$ cat src/rtl/onehot_seq_pkg.sv
// Shared types and helpers for the one-hot select sequencer.
// Pure declarations; no timing or flow-control behaviour of its own.
package onehot_seq_pkg;

    localparam int NCODES = 8;
    localparam int SEL_W  = 3;

    typedef enum logic [2:0] {
        ST_IDLE  = 3'd0,
        ST_FIND  = 3'd1,
        ST_OFFER = 3'd2,
        ST_DWELL = 3'd3,
        ST_FIN   = 3'd4
    } state_t;

    function automatic logic [NCODES-1:0] clear_rsvd(input logic [NCODES-1:0] mask,
                                                     input logic [SEL_W-1:0]  rsvd);
        logic [NCODES-1:0] res;
        res       = mask;
        res[rsvd] = 1'b0;
        return res;
    endfunction

endpackage

$ cat src/rtl/onehot_next_code.sv
// Priority search for the lowest enabled code at or above idx_i; purely combinational.
// Zero latency, no flow control.
module onehot_next_code
    import onehot_seq_pkg::*;
(
    input  logic [NCODES-1:0] mask_i,
    input  logic [SEL_W-1:0]  idx_i,
    output logic              found_o,
    output logic [SEL_W-1:0]  code_o
);

    // Scan downwards so the lowest qualifying code is the last one written.
    always_comb begin
        found_o = 1'b0;
        code_o  = '0;
        for (int i = NCODES - 1; i >= 0; i--) begin
            if (mask_i[i] && (i >= int'(idx_i))) begin
                found_o = 1'b1;
                code_o  = SEL_W'(i);
            end
        end
    end

endmodule

$ cat src/rtl/onehot_sel_sequencer.sv
// Sweeps enabled select codes in ascending order, each offered via valid/ready then held DWELL cycles.
// sel_valid_o appears two cycles after start; a stalled offer holds sel_o/sel_valid_o until sel_ready_i.
module onehot_sel_sequencer
    import onehot_seq_pkg::*;
#(
    parameter int               DWELL     = 4,
    parameter logic [SEL_W-1:0] RSVD_CODE = 3'd1
) (
    input  logic              clk,
    input  logic              rst_n,
    input  logic              start_i,
    input  logic              stop_i,
    input  logic              loop_i,
    input  logic [NCODES-1:0] mask_i,
    output logic [SEL_W-1:0]  sel_o,
    output logic              sel_valid_o,
    input  logic              sel_ready_i,
    output logic              busy_o,
    output logic              done_o
);

    localparam int               CNT_W    = $clog2(DWELL + 1);
    localparam logic [CNT_W-1:0] CNT_LOAD = CNT_W'(DWELL - 1);

    state_t            state_q, state_d;
    logic [NCODES-1:0] mask_q, mask_d;
    logic [SEL_W-1:0]  idx_q, idx_d;
    logic [SEL_W-1:0]  sel_q, sel_d;
    logic              past_end_q, past_end_d;
    logic [CNT_W-1:0]  cnt_q, cnt_d;
    logic              valid_q, valid_d;
    logic              busy_q, busy_d;
    logic              done_q, done_d;

    logic              hit_idx, hit_zero;
    logic [SEL_W-1:0]  code_idx, code_zero;

    onehot_next_code u_from_idx (
        .mask_i  (mask_q),
        .idx_i   (idx_q),
        .found_o (hit_idx),
        .code_o  (code_idx)
    );

    onehot_next_code u_from_zero (
        .mask_i  (mask_q),
        .idx_i   ({SEL_W{1'b0}}),
        .found_o (hit_zero),
        .code_o  (code_zero)
    );

    always_comb begin
        state_d    = state_q;
        mask_d     = mask_q;
        idx_d      = idx_q;
        sel_d      = sel_q;
        past_end_d = past_end_q;
        cnt_d      = cnt_q;
        valid_d    = valid_q;

        unique case (state_q)
            ST_IDLE: begin
                if (start_i) begin
                    mask_d     = clear_rsvd(mask_i, RSVD_CODE);
                    idx_d      = '0;
                    past_end_d = 1'b0;
                    state_d    = ST_FIND;
                end
            end
            ST_FIND: begin
                // Once the top was crossed only a loop restart from code 0 may continue.
                if (hit_idx && !past_end_q) begin
                    sel_d   = code_idx;
                    valid_d = 1'b1;
                    state_d = ST_OFFER;
                end else if (loop_i && hit_zero) begin
                    sel_d      = code_zero;
                    valid_d    = 1'b1;
                    past_end_d = 1'b0;
                    state_d    = ST_OFFER;
                end else begin
                    state_d = ST_FIN;
                end
            end
            ST_OFFER: begin
                if (sel_ready_i) begin
                    valid_d = 1'b0;
                    cnt_d   = CNT_LOAD;
                    state_d = ST_DWELL;
                end
            end
            ST_DWELL: begin
                if (cnt_q == '0) begin
                    idx_d      = sel_q + 1'b1;
                    past_end_d = (sel_q == SEL_W'(NCODES - 1));
                    state_d    = ST_FIND;
                end else begin
                    cnt_d = cnt_q - 1'b1;
                end
            end
            ST_FIN: begin
                state_d = ST_IDLE;
            end
            default: begin
                state_d = ST_IDLE;
            end
        endcase

        if (stop_i) begin
            state_d = ST_IDLE;
            mask_d  = mask_q;
            valid_d = 1'b0;
            sel_d   = sel_q;
        end

        busy_d = (state_d != ST_IDLE);
        done_d = (state_d == ST_FIN);
    end

    always_ff @(posedge clk or negedge rst_n) begin
        if (!rst_n) begin
            state_q    <= ST_IDLE;
            mask_q     <= '0;
            idx_q      <= '0;
            sel_q      <= '0;
            past_end_q <= 1'b0;
            cnt_q      <= '0;
            valid_q    <= 1'b0;
            busy_q     <= 1'b0;
            done_q     <= 1'b0;
        end else begin
            state_q    <= state_d;
            mask_q     <= mask_d;
            idx_q      <= idx_d;
            sel_q      <= sel_d;
            past_end_q <= past_end_d;
            cnt_q      <= cnt_d;
            valid_q    <= valid_d;
            busy_q     <= busy_d;
            done_q     <= done_d;
        end
    end

    assign sel_o       = sel_q;
    assign sel_valid_o = valid_q;
    assign busy_o      = busy_q;
    assign done_o      = done_q;

endmodule

$ cat config.mk
export PLATFORM = sky130hd
export DESIGN_NAME = onehot_sel_sequencer
export DESIGN_NICKNAME = d
export VERILOG_FILES = /design/src/rtl/onehot_seq_pkg.sv /design/src/rtl/onehot_next_code.sv /design/src/rtl/onehot_sel_sequencer.sv
export SDC_FILE = /design/constraint.sdc
export NUM_CORES = 1
export LEC_CHECK = 0
export BUFFER_PORTS_ARGS = -buffer_cell sky130_fd_sc_hd__buf_2
export CAP_MARGIN = 20
export CELL_PAD_IN_SITES_DETAIL_PLACEMENT = 1
export CELL_PAD_IN_SITES_GLOBAL_PLACEMENT = 2
export CORE_UTILIZATION = 38
export DETAILED_ROUTE_END_ITERATION = 8
export PLACE_DENSITY_LB_ADDON = 0.05
export SLEW_MARGIN = 40
export SYNTH_ARGS = -nofsm -noshare
export SYNTH_HDL_FRONTEND = slang
export SYNTH_SLANG_ARGS = --single-unit
$ cat constraint.sdc
create_clock -name clk -period 3.7 [get_ports clk]
set_input_delay 0.555 -clock clk [delete_from_list [all_inputs] [get_ports clk]]
set_output_delay 0.555 -clock clk [all_outputs]
set_load 0.1 [all_outputs]
# Yosys cells after proc, flatten, opt, wreduce, memory -nomap -nowiden

Cells that the tools add are included.

Register bits: 23
Input bits: 14
Output and inout bits: 6
Word-level logic and storage cells: 105

Add/sub/neg operators: 2
Order comparisons: 6
Equality and inequality tests: 13
Muxes and demuxes: 51
Bitwise gates (word level): 1
Reduce and logical (&&, ||, !) cells: 23

Operators by type and width:

| cell                                                | count |
|---|---|
| 2-to-1 mux 3 bit                                    | 25 |
| 2-to-1 mux 1 bit                                    | 21 |
| AND reduction 3 bit                                 | 5 |
| != test 2 bit, second input constant                | 6 |
| case mux 3 bit (2 select lines)                     | 2 |
| case mux 3 bit (4 select lines)                     | 1 |
| >= comparator 3 bit, first input constant           | 3 |
| nonzero test 3 bit                                  | 3 |
| logical AND 1 bit                                   | 8 |
| equality test 3 x 2 -> 1 bit, second input constant | 2 |
| equality test 3 bit, second input constant          | 2 |
| >= comparator 2 x 3 -> 1 bit, first input constant  | 2 |
| logical NOT 3 bit                                   | 2 |
| nonzero test 2 bit                                  | 3 |
| AND reduction 5 bit                                 | 1 |
| != test 4 bit, second input constant                | 1 |
| adder 3 x 1 -> 3 bit, second input constant         | 1 |
| equality test 3 x 1 -> 1 bit, second input constant | 1 |
| >= comparator 1 x 3 -> 1 bit, first input constant  | 1 |
| != test 3 bit, second input constant                | 1 |
| case mux 1 bit (3 select lines)                     | 1 |
| subtractor 3 x 1 -> 3 bit, second input constant    | 1 |
| case mux 1 bit (2 select lines)                     | 1 |
| logical NOT 1 bit                                   | 1 |
| NOT 1 bit                                           | 1 |

# Logic depth before layout (Yosys ltp)

Gate-level depths: netlist of the first run.

Depth in word-level cells: 13
Mapped depth: 7
Gate-level depth less buffers: 7

# Hierarchy

Synthesis of the first run repeated with hierarchy kept, for this count alone.

Cell total of the unflattened synthesis: 154
Area, all modules: 1503.9 um2

By module, submodules not included:

| module               | times used | cells each | area an instance (um2) | seq. area each (um2) |
|---|---|---|---|---|
| onehot_sel_sequencer | 1          | 96         | 1141.1                 | 575.6 |
| onehot_next_code     | 2          | 29         | 181.4                  | 0.0 |

# Worst setup path after synthesis of the first run

No wires, ideal clock.

Path kind: register to register
Start: register sel_q[1], in the netlist sel_o[1]
End: register idx_q[2]
Setup time: 132 ps
Data arrival time: 1530 ps
Required time: 3568 ps
Setup slack: 2038 ps
Stages on the path, launching flop included: 5
Cells stage by stage: dfrtp_1 > ha_1 > ha_1 > nand4_1 > o21ai_1

Cells in the longest elaborated chain, start to end: 3

RTL lines:

| element                         | line                        | source |
|---|---|---|
| start, declared                 | onehot_sel_sequencer.sv:28  | `logic [SEL_W-1:0] sel_q, sel_d;` |
| start signal, assigned          | onehot_sel_sequencer.sv:135 | `sel_q <= sel_d;` |
| adder 3 x 1 -> 3 bit            | onehot_sel_sequencer.sv:94  | `idx_d = sel_q + 1'b1;` |
| 2-to-1 mux 3 bit                | onehot_sel_sequencer.sv:93  | `if (cnt_q == '0) begin` |
| case mux 3 bit (2 select lines) | onehot_sel_sequencer.sv:61  | `unique case (state_q)` |
| end signal, assigned            | onehot_sel_sequencer.sv:134 | `idx_q <= idx_d;` |
| end, declared                   | onehot_sel_sequencer.sv:27  | `logic [SEL_W-1:0] idx_q, idx_d;` |

Every way passes these cells. The select of a mux whose other input is x is not followed.
A chain may end at the register's enable or synchronous reset.

# Worst setup path after layout of the first run

Start: register cnt_q[0]
End: register idx_q[0]

Cells in the longest elaborated chain, start to end: 3

RTL lines:

| element                              | line                        | source |
|---|---|---|
| start, declared                      | onehot_sel_sequencer.sv:30  | `logic [CNT_W-1:0] cnt_q, cnt_d;` |
| start signal, assigned               | onehot_sel_sequencer.sv:137 | `cnt_q <= cnt_d;` |
| logical NOT 3 bit                    | onehot_sel_sequencer.sv:93  |  |
| != test 2 bit (no source line)       | n/a                         |  |
| AND reduction 3 bit (no source line) | n/a                         |  |

Every way passes these cells.

==> reports/metrics.cfg, run 1 <==
[floorplan]
ios = 20
rows = 21
die_w_um = 61.52
start_util = 0.4003
core_area_sq_um = 3363
die-area_sq_um = 3785
die_y_um = 61.52

[cts]
cts_resized = 0
htree_levels = 1
cts.sinks = 23
insertion_delay_ns = 0.32
cts_hold_buf = 0
numCtsBuffers = 3
path_clk_slew_ns = 0.14
cts_setup_buffers = 0
clock-root-buffer = clkbuf_4
cts_tree = built
cts_buffer_depth = 2

[setup_path]
critPathMaxStageDelay_ns = 0.46
cp_num_buf_inv = 1
r2r_cells = 7
cp-start-kind = flop
crit_family = compound AO/OA/AOI/OAI gates
end_kind = flop
path_depth = 7
path_cells = inv_1 -> ha_1 -> nor2b_1 -> nand3_1 -> a21oi_1 -> nor2b_1 -> a41o_1
crit_path_max_fanout = 6
path_class = flop to flop
cp.arrival_ns = 2.17
cp.required_ns = 3.93
cp_common_cell = nor2b_1
crit_path_top_delay_cell = a21oi_1

[global_route]
grt.met3_usage = 0.02521
met1_usage = 0.2714
use_met2 = 0.2673
grt_max_degree = 24
busiest_layer = met1
antenna_found_initial = 0
grt_first_pass_wirelength_mm = 4.954
grt_pass1_vias = 1029
grt_overflow = 0
grt_use_total = 0.1823

[placement]
io_buffers = 18
post-dp-hpwl_mm = 2.332
place.gp.congestion = 0.7391
place_inst = 193

[timing]
setup_violations = 0
setup-tns-final_ns = 0
timing.fmax_mhz = 515.4
relSlewSlack = 0.6169
slew_violations = 0
whs_ns = 0.1906
min_period_ns = 1.940
hold_viol = 0
skew_ns = 0.006930
rsz0062_at_grt = false
period_share = 0.5243
worst_pin_slew_ns = 0.5734

[synthesis]
syn_inst = 134
netlist_area_sq_um = 1346
synth_cell_types = 45
ys_seq_area_frac = 0.4275
ys_ff_latch = 23
syn_nets = 152
ys.warnings.count = 0
syn_area_per_cell_sq_um = 10.05
synthTopCellsByArea = dfrtp_1 (43%), mux2_1 (4.2%), ha_1 (3.7%)
synth_top_area_cell = dfrtp_1
yosysTopAreaCellShare = 0.4275

[drt]
drc = 0
via_per_inst = 5.569
dr.pass1.iters = 4
initialDrtViolationCount = 57
via_count = 1097
wire_per_inst_um = 15.34
route.antenna.remaining_nets = 0
wl_mm = 3.021

[finish]
register_area_sq_um = 575.6
drive_gt1_frac = 0.2252
diodes = 0
multiInputGateArea_sq_um = 718.2
final_nets = 170
syn2layout_area_growth_pct = 11.25
fin_util = 0.4453
final_cell_count_no_fill = 197
n_fill_cell = 421

[pwr]
p_leak_nw = 0.6735
irDropWorstVdd_uv = 198.6
powerDensity_nw_per_um2 = 605.6

[run_status]
status = finished, final reports clean

[job]
drv_cap = 0

[min_path]
hold_path_class = input pin to async pin

[cells in the final DEF, fill, tap and decap left out, types with 2 or more instances in the layout]
master     n
a21oi_1    3
dfrtp_1   23
nand3_1    4
o21ai_1    6
inv_1      7
ha_1       4
mux2_2     2
nor2_1     7
nand2_1   12
and2_1     2
buf_2     18
nor2b_1    4
mux2_1     5
nor3_1     4
a31oi_1    2
o21ai_0    6
nand4_1    3
a221o_1    2
a21boi_2   2
nor3b_1    2
nand2b_1   3
o21a_1     2
a22oi_1    3
clkbuf_4   3
[cells by family after synthesis]
logic type / Yosys count / synth area share
simple gates: 46 / 0.1924
mux: 8 / 0.06598
buf+inv: 13 / 0.03903
compound gates: 40 / 0.2379
flops: 23 / 0.4275
fa+ha+maj: 4 / 0.03718
[Yosys cell counts]
cell type / instances
a211oi_1: 1
a21boi_1: 1
a21boi_2: 2
a21o_1: 1
a21oi_1: 3
a21oi_4: 1
a221o_1: 2
a221oi_1: 1
a221oi_2: 1
a22oi_1: 3
a2bb2oi_2: 1
a31oi_1: 2
a41o_1: 1
and2_1: 2
and4b_1: 1
buf_2: 3
clkbuf_1: 2
dfrtp_1: 23
ha_1: 4
inv_1: 7
inv_2: 1
mux2_1: 5
mux2_2: 2
mux2i_1: 1
nand2_1: 12
nand2b_1: 3
nand3_1: 4
nand3b_1: 1
nand4_1: 3
nor2_1: 7
nor2b_1: 4
nor3_1: 4
nor3b_1: 2
nor3b_2: 1
nor4_1: 1
nor4_4: 1
o21a_1: 2
o21ai_0: 6
o21ai_1: 6
o21ai_4: 1
o311a_2: 1
o311ai_0: 1
o31a_1: 1
o31ai_1: 1
o31ai_2: 1
[where the power goes]
group / internal, mW / leakage [nW] / total (mW) / switching (mW)
Clock: 0.0422 / 0.0150 / 0.123 / 0.0805
Combinational: 0.127 / 0.373 / 0.390 / 0.264
Sequential: 0.311 / 0.286 / 0.394 / 0.0830
[per-layer routing]
metal | share of wire | wire length (um)
met4 | 0.0096 | 29
met2 | 0.45 | 1371
met1 | 0.51 | 1543
met3 | 0.025 | 77
met5 | 0 | 0
[final timing paths]
check | to | slack, ns | start
setup / recovery | idx_q[0]$_DFFE_PN0P_ | 1.76 | cnt_q[0]$_DFFE_PN0P_
hold / removal | sel_o[0]$_DFFE_PN0P_ | 0.19 | rst_n
setup reg to reg | idx_q[0]$_DFFE_PN0P_ | 1.76 | cnt_q[0]$_DFFE_PN0P_
hold reg to reg | sel_valid_o$_DFFE_PN0P_ | 0.50 | sel_valid_o$_DFFE_PN0P_
max in group asynchronous | mask_q[5]$_DFFE_PN0P_ | 3.15 | rst_n
min in group clk | mask_q[5]$_DFFE_PN0P_ | 0.44 | mask_i[5]
[sequential cells by signal (all words and copies together) (netlist names)]
register,flops
busy_o,1
cnt_q,3
done_o,1
idx_q,3
mask_q,7
past_end_q,1
sel_o,3
sel_valid_o,1
state_q,3
[area by class of cell]
class                   count  share of cell area
multi-input cells          98              0.4795
inverters                   8             0.02005
flip-flops and latches     23              0.3843
clock buffers               4             0.01754
repair buffers             18             0.06015
well taps                  46             0.03843
[through the flow]
stage | power (mW) | area (sq um) | setup slack, ns
after detailed placement | 0.7939 | 1471 | 1.756
after global placement | 0.7785 | 1471 | 1.793
final | 0.9070 | 1498 | 1.760
after global routing | 0.9704 | 1498 | 1.567
after floorplan | 0.7045 | 1346 | 2.038
after CTS | 0.9177 | 1498 | 1.724
Note: power is estimated with default switching activity, not from simulation.
==> run 2: changes to the inputs <==
--- a/config.mk
+++ b/config.mk
@@ -9,7 +9,7 @@
 export CAP_MARGIN = 20
 export CELL_PAD_IN_SITES_DETAIL_PLACEMENT = 1
 export CELL_PAD_IN_SITES_GLOBAL_PLACEMENT = 2
-export CORE_UTILIZATION = 38
+export CORE_UTILIZATION = 35
 export DETAILED_ROUTE_END_ITERATION = 8
 export PLACE_DENSITY_LB_ADDON = 0.05
 export SLEW_MARGIN = 40
==> constraint.sdc (replaced) <==
create_clock -name clk -period 1.8 [get_ports clk]
set_input_delay 0.27 -clock clk [delete_from_list [all_inputs] [get_ports clk]]
set_output_delay 0.27 -clock clk [all_outputs]
set_load 0.1 [all_outputs]
==> reports/metrics.cfg, run 2 (same netlist as run 1, synthesis figures left out) <==
[finish]
largest_register_ffs = 7
drive_gt1_frac = 0.2988
diodes = 0
syn2layout_area_growth_pct = 22.03
regMostFlops = mask_q
final_nets = 183
n_fill_cell = 436
layout_commonest_cell = dfrtp_1
layout_common_cells = dfrtp_1 (22), buf_2 (18), nand2_1 (12), buf_4 (12)

[global_route]
grt_overflow = 0
grt_first_pass_wirelength_mm = 5.802
antenna_found_initial = 0
grt_use_total = 0.1878
grt_max_degree = 24
grt_pass1_vias = 1159

[job]
drv_cap = 0

[drt]
wl_mm = 3.326
via_count = 1147
dr.pass1.iters = 4
initialDrtViolationCount = 20
wl_met3_um = 96
drc = 0
m1WireLength_mm = 1.676
routed.top_layer = met4
wl_met2_mm = 1.508
via_per_inst = 5.410
route.antenna.remaining_nets = 0
wire_per_inst_um = 15.69

[setup_path]
r2r_cells = 8
cp-start-kind = flop
cp.required_ns = 1.96
r2r_start = cnt_q[0]$_DFFE_PN0P_
crit_path_top_delay_cell = dfrtp_1
end_kind = flop
startpoint = cnt_q[0]$_DFFE_PN0P_
path_class = flop to flop
path_cells = inv_1 -> ha_1 -> nor2b_4 -> nand3_1 -> a21oi_2 -> buf_4 -> nor2b_1 -> a41o_1
crit_path_max_fanout = 6
critPathMaxStageDelay_ns = 0.41
cp.arrival_ns = 1.85

[run_status]
status = finished, final reports clean

[timing]
setup_violations = 0
skew_ns = 0.001722
slew_violations = 0
relSlewSlack = 0.6399
hold_viol = 0
min_period_ns = 1.697
timing.fmax_mhz = 589.2
setup_ws_ns = 0.1027
worst_pin_slew_ns = 0.5402
period_share = 0.9430
whs_ns = 0.2104

[cts]
cts_buffer_depth = 2
clock-root-buffer = clkbuf_8
path_clk_slew_ns = 0.08
cts_tree = built
cts.sinks = 23
numCtsBuffers = 3
htree_levels = 1
insertion_delay_ns = 0.26

[floorplan]
die_w_um = 64.02
die_y_um = 64.02
die-area_sq_um = 4099
ios = 20
core_area_sq_um = 3689
rows = 22
start_util = 0.3650

[pwr]
irDropWorstVdd_uv = 455.5
powerDensity_nw_per_um2 = 1239
p_leak_nw = 0.7582

[min_path]
min_path_cells = 2
worstHoldStart = mask_i[7]
hold_path_class = input pin to flop

[placement]
post-dp-hpwl_mm = 2.625
io_buffers = 18
place.gp.congestion = 0.7710
dp_slack_ns = -0.08699

-- run 2: changes by cell type in the layout (fill, tap and decap cells not counted), sizes merged --
cell         change
buf             +12
dlygate4sd3      +1
-- run 2: path summary, 6_finish.rpt --
| path | slack (ns) | endpoint |
|---|---|---|
| max in group asynchronous | 0.89 | idx_q[0]$_DFFE_PN0P_ |
| min in group asynchronous | 0.52 | cnt_q[1]$_DFFE_PN0P_ |
| min reg2reg | 0.51 | sel_valid_o$_DFFE_PN0P_ |
| min | 0.21 | mask_q[7]$_DFFE_PN0P_ |
| max | 0.10 | idx_q[0]$_DFFE_PN0P_ |
| max reg2reg | 0.10 | idx_q[0]$_DFFE_PN0P_ |
-- run 2: area by class of cell --
class | count | area [sq um] | area share
clock buffer | 4 | 45.04 | 0.02742
inverter | 8 | 30.03 | 0.01828
multi-input combinational | 98 | 740.7 | 0.4509
sequential | 23 | 576.8 | 0.3511
tap | 48 | 60.06 | 0.03656
timing repair buffer | 31 | 190.2 | 0.1158
-- run 2: report_power, final --
part / total (mW) / leakage [nW] / internal, mW / switching (mW)
registers: 0.808 / 0.284 / 0.641 / 0.167
logic: 0.902 / 0.452 / 0.313 / 0.589
clock network: 0.325 / 0.0228 / 0.158 / 0.167
-- run 2: metrics by stage --
step / setup TNS, ns / power [mW] / util / area, sq um / instances
finish: 0 / 2.035 / 0.4454 / 1643 / 212
floorplan: 0 / 1.448 / - / 1346 / 134
CTS: 0 / 2.032 / 0.4345 / 1603 / 209
global placement: -0.04896 / 1.652 / 0.4179 / 1541 / 204
detailed placement: -0.1164 / 1.695 / 0.4179 / 1541 / 204
global route: -0.009810 / 2.179 / 0.4454 / 1643 / 212
-- run 2: routing by layer --
| metal | GRT usage | up-vias |
|---|---|---|
| met5 | 0 | - |
| met2 | 0.2912 | 18 |
| li1 | - | 551 |
| met3 | 0.02679 | 5 |
| met1 | 0.2640 | 573 |
| met4 | 0.06818 | 0 |
-- run 2: critical path, delay by kind of cell, from the launching register on --
| family | cells | cell delay [ns] |
|---|---|---|
| AO/OA/AOI/OAI | 2 | 0.38 |
| adder cells (fa/ha/maj) | 1 | 0.19 |
| buffers and inverters | 2 | 0.27 |
| flip-flops | 1 | 0.41 |
| AND/OR/NAND/NOR | 3 | 0.34 |
-- run 2: repair_timing --
item                                    4_1_cts  5_1_grt
endpoints found under the hold margin        23        0
hold buffers                                  1        0
buffers inserted                              0        3
pin swaps                                     0        3
gates cloned                                  0        0
endpoints found under the setup margin        3        6
resized for setup                             2        3
==> run 3: changes to the inputs <==
--- a/config.mk
+++ b/config.mk
@@ -7,12 +7,12 @@
 export LEC_CHECK = 0
 export BUFFER_PORTS_ARGS = -buffer_cell sky130_fd_sc_hd__buf_2
 export CAP_MARGIN = 20
-export CELL_PAD_IN_SITES_DETAIL_PLACEMENT = 1
-export CELL_PAD_IN_SITES_GLOBAL_PLACEMENT = 2
-export CORE_UTILIZATION = 35
+export CELL_PAD_IN_SITES_DETAIL_PLACEMENT = 0
+export CELL_PAD_IN_SITES_GLOBAL_PLACEMENT = 1
+export CORE_UTILIZATION = 43
 export DETAILED_ROUTE_END_ITERATION = 8
 export PLACE_DENSITY_LB_ADDON = 0.05
-export SLEW_MARGIN = 40
+export SETUP_SLACK_MARGIN = 0.2
 export SYNTH_ARGS = -nofsm -noshare
 export SYNTH_HDL_FRONTEND = slang
 export SYNTH_SLANG_ARGS = --single-unit
==> reports/metrics.cfg, run 3 (same netlist as run 1, synthesis figures left out) <==
[setup_path]
rrSetupSlack_ns = 0.14
crit_path_max_fanout = 7
path_cells = nand3b_1 -> a221oi_4 -> a21oi_4 -> o21ai_4 -> mux2i_1
cp-start-kind = flop
crit_path_top_delay_cell = dfrtp_1
end_kind = flop
path_class = flop to flop
r2r_cells = 5
cp.required_ns = 2.05
reg2reg_to = sel_o[2]$_DFFE_PN0P_
cp.arrival_ns = 1.91
critPathMaxStageDelay_ns = 0.43
r2r_start = mask_q[5]$_DFFE_PN0P_

[finish]
drive_gt1_frac = 0.3964
n_fill_cell = 265
diodes = 0
final_cell_count_no_fill = 200
final_nets = 188
layout_commonest_cell = buf_2
layout_common_cells = buf_2 (18), dfrtp_1 (17), buf_4 (17), nand2_1 (12), nor2_1 (7)
syn2layout_area_growth_pct = 25.00
regMostFlops = mask_q
largest_register_ffs = 7
fin_area_sq_um = 1683

[timing]
hold_viol = 0
relSlewSlack = 0.6548
min_period_ns = 1.661
rsz0062_at_grt = true
period_share = 0.9226
timing.fmax_mhz = 602.1
skew_ns = 0.01436
worst_pin_slew_ns = 0.5177
slew_violations = 0
setup-tns-final_ns = 0
setup_ws_ns = 0.1393
setup_violations = 0

[global_route]
grt_overflow = 0
grt_pass1_vias = 1069
grt_max_degree = 24
grt_use_total = 0.1913
antenna_found_initial = 0
grt_first_pass_wirelength_mm = 4.899

[pwr]
power_frac_clock = 0.120
combinationalPowerShare = 0.486
swShare = 0.4572
p_int_mw = 1.096
irDropWorstVdd_uv = 590.2
p_leak_nw = 0.7620
powerDensity_nw_per_um2 = 1200
seq_power_share = 0.394
power_mw = 2.020
power_switching_mw = 0.9234

[floorplan]
core_area_sq_um = 2853
start_util = 0.4719
rows = 19
ios = 20
die_y_um = 57.96
die_w_um = 57.96
die-area_sq_um = 3359

[placement]
post-dp-hpwl_mm = 2.157
place_inst = 187
io_buffers = 18
dp_slack_ns = 0.07016
place_area_sq_um = 1526
place.gp.congestion = 0.8789

[drt]
wl_mm = 2.976
initialDrtViolationCount = 20
via_per_inst = 5.645
drc = 0
via_count = 1129
route.antenna.remaining_nets = 0
wire_per_inst_um = 14.88
dr.pass1.iters = 6

[cts]
htree_levels = 1
cts.sinks = 23
cts_tree = built
cts_buffer_depth = 2
path_clk_slew_ns = 0.13
insertion_delay_ns = 0.32
numCtsBuffers = 3
clock-root-buffer = clkbuf_4

[job]
drv_cap = 0

[min_path]
hold_path_class = input pin to flop
min_path_cells = 2
hold_path_end = mask_q[2]$_DFFE_PN0P_
worstHoldStart = mask_i[2]

[run_status]
status = finished, final reports clean

-- run 3: cell count changes in the layout (fill, tap and decap cells not counted), moves of 3 or more --
cell      previous run  this run
dfrtp_1             22        17
clkbuf_8             3         0
clkbuf_4             0         3
dfrtp_2              1         6
buf_4               12        17
-- run 3: repair_timing --
action / in CTS / in global routing
setup buffers: 5 / 3
gates resized for setup: 6 / 10
hold buffers: 1 / 0
pin swaps: 4 / 5
hold endpoints to repair: 23 / 0
setup endpoints to repair: 6 / 16
-- run 3: power groups by stage --
stage | registers [mW] | clock network (mW) | logic [mW]
final | 0.797 | 0.242 | 0.981
after global routing | 0.820 | 0.277 | 1.07
after CTS | 0.786 | 0.259 | 0.932
after detailed placement | 0.802 | 0 | 0.878
after global placement | 0.793 | 0 | 0.867
after floorplan | 1.06 | 0 | 0.397
-- run 3: worst max path at each step --
stage / from / end / slack [ns]
floorplan: idx_q[1]$_DFFE_PN0P_ / sel_o[1]$_DFFE_PN0P_ / 0.23
detailed placement: idx_q[1]$_DFFE_PN0P_ / sel_o[2]$_DFFE_PN0P_ / 0.07
CTS: mask_q[5]$_DFFE_PN0P_ / sel_o[2]$_DFFE_PN0P_ / 0.11
global route: idx_q[1]$_DFFE_PN0P_ / sel_o[0]$_DFFE_PN0P_ / 0.03
finish: mask_q[5]$_DFFE_PN0P_ / sel_o[2]$_DFFE_PN0P_ / 0.14
global placement: idx_q[1]$_DFFE_PN0P_ / sel_o[1]$_DFFE_PN0P_ / 0.13
-- run 3: layout make-up --
cell class                      instances  area, sq um  area share
Multi-Input combinational cell         98        777.0      0.4617
Sequential cell                        23        583.1      0.3465
Timing Repair Buffer                   36        227.7      0.1353
Tap cell                               31        38.79     0.02305
Inverter                                8        30.03     0.01784
Clock buffer                            4        26.28     0.01561
-- run 3: metal layers --
metal / global-route usage / routed length, um / up-vias
met4: 0.04082 / 38 / 0
met1: 0.2693 / 1461 / 529
met2: 0.3054 / 1379 / 25
met5: 0 / 0 / -
li1: - / - / 568
met3: 0.04018 / 97 / 7
-- run 3: worst max-delay path, delay by kind of cell, from the launching register on --
family	cells	cell delay, ns
compound gates	3	0.74
flops	1	0.43
simple gates	1	0.24
mux	1	0.21
-- run 3: stage by stage --
stage               utilization  hold slack, ns
global placement         0.5351          0.2650
finish                   0.5899          0.1656
CTS                      0.5693          0.1518
detailed placement       0.5351          0.2745
global route             0.5899          0.1495
floorplan                     -        -0.02559
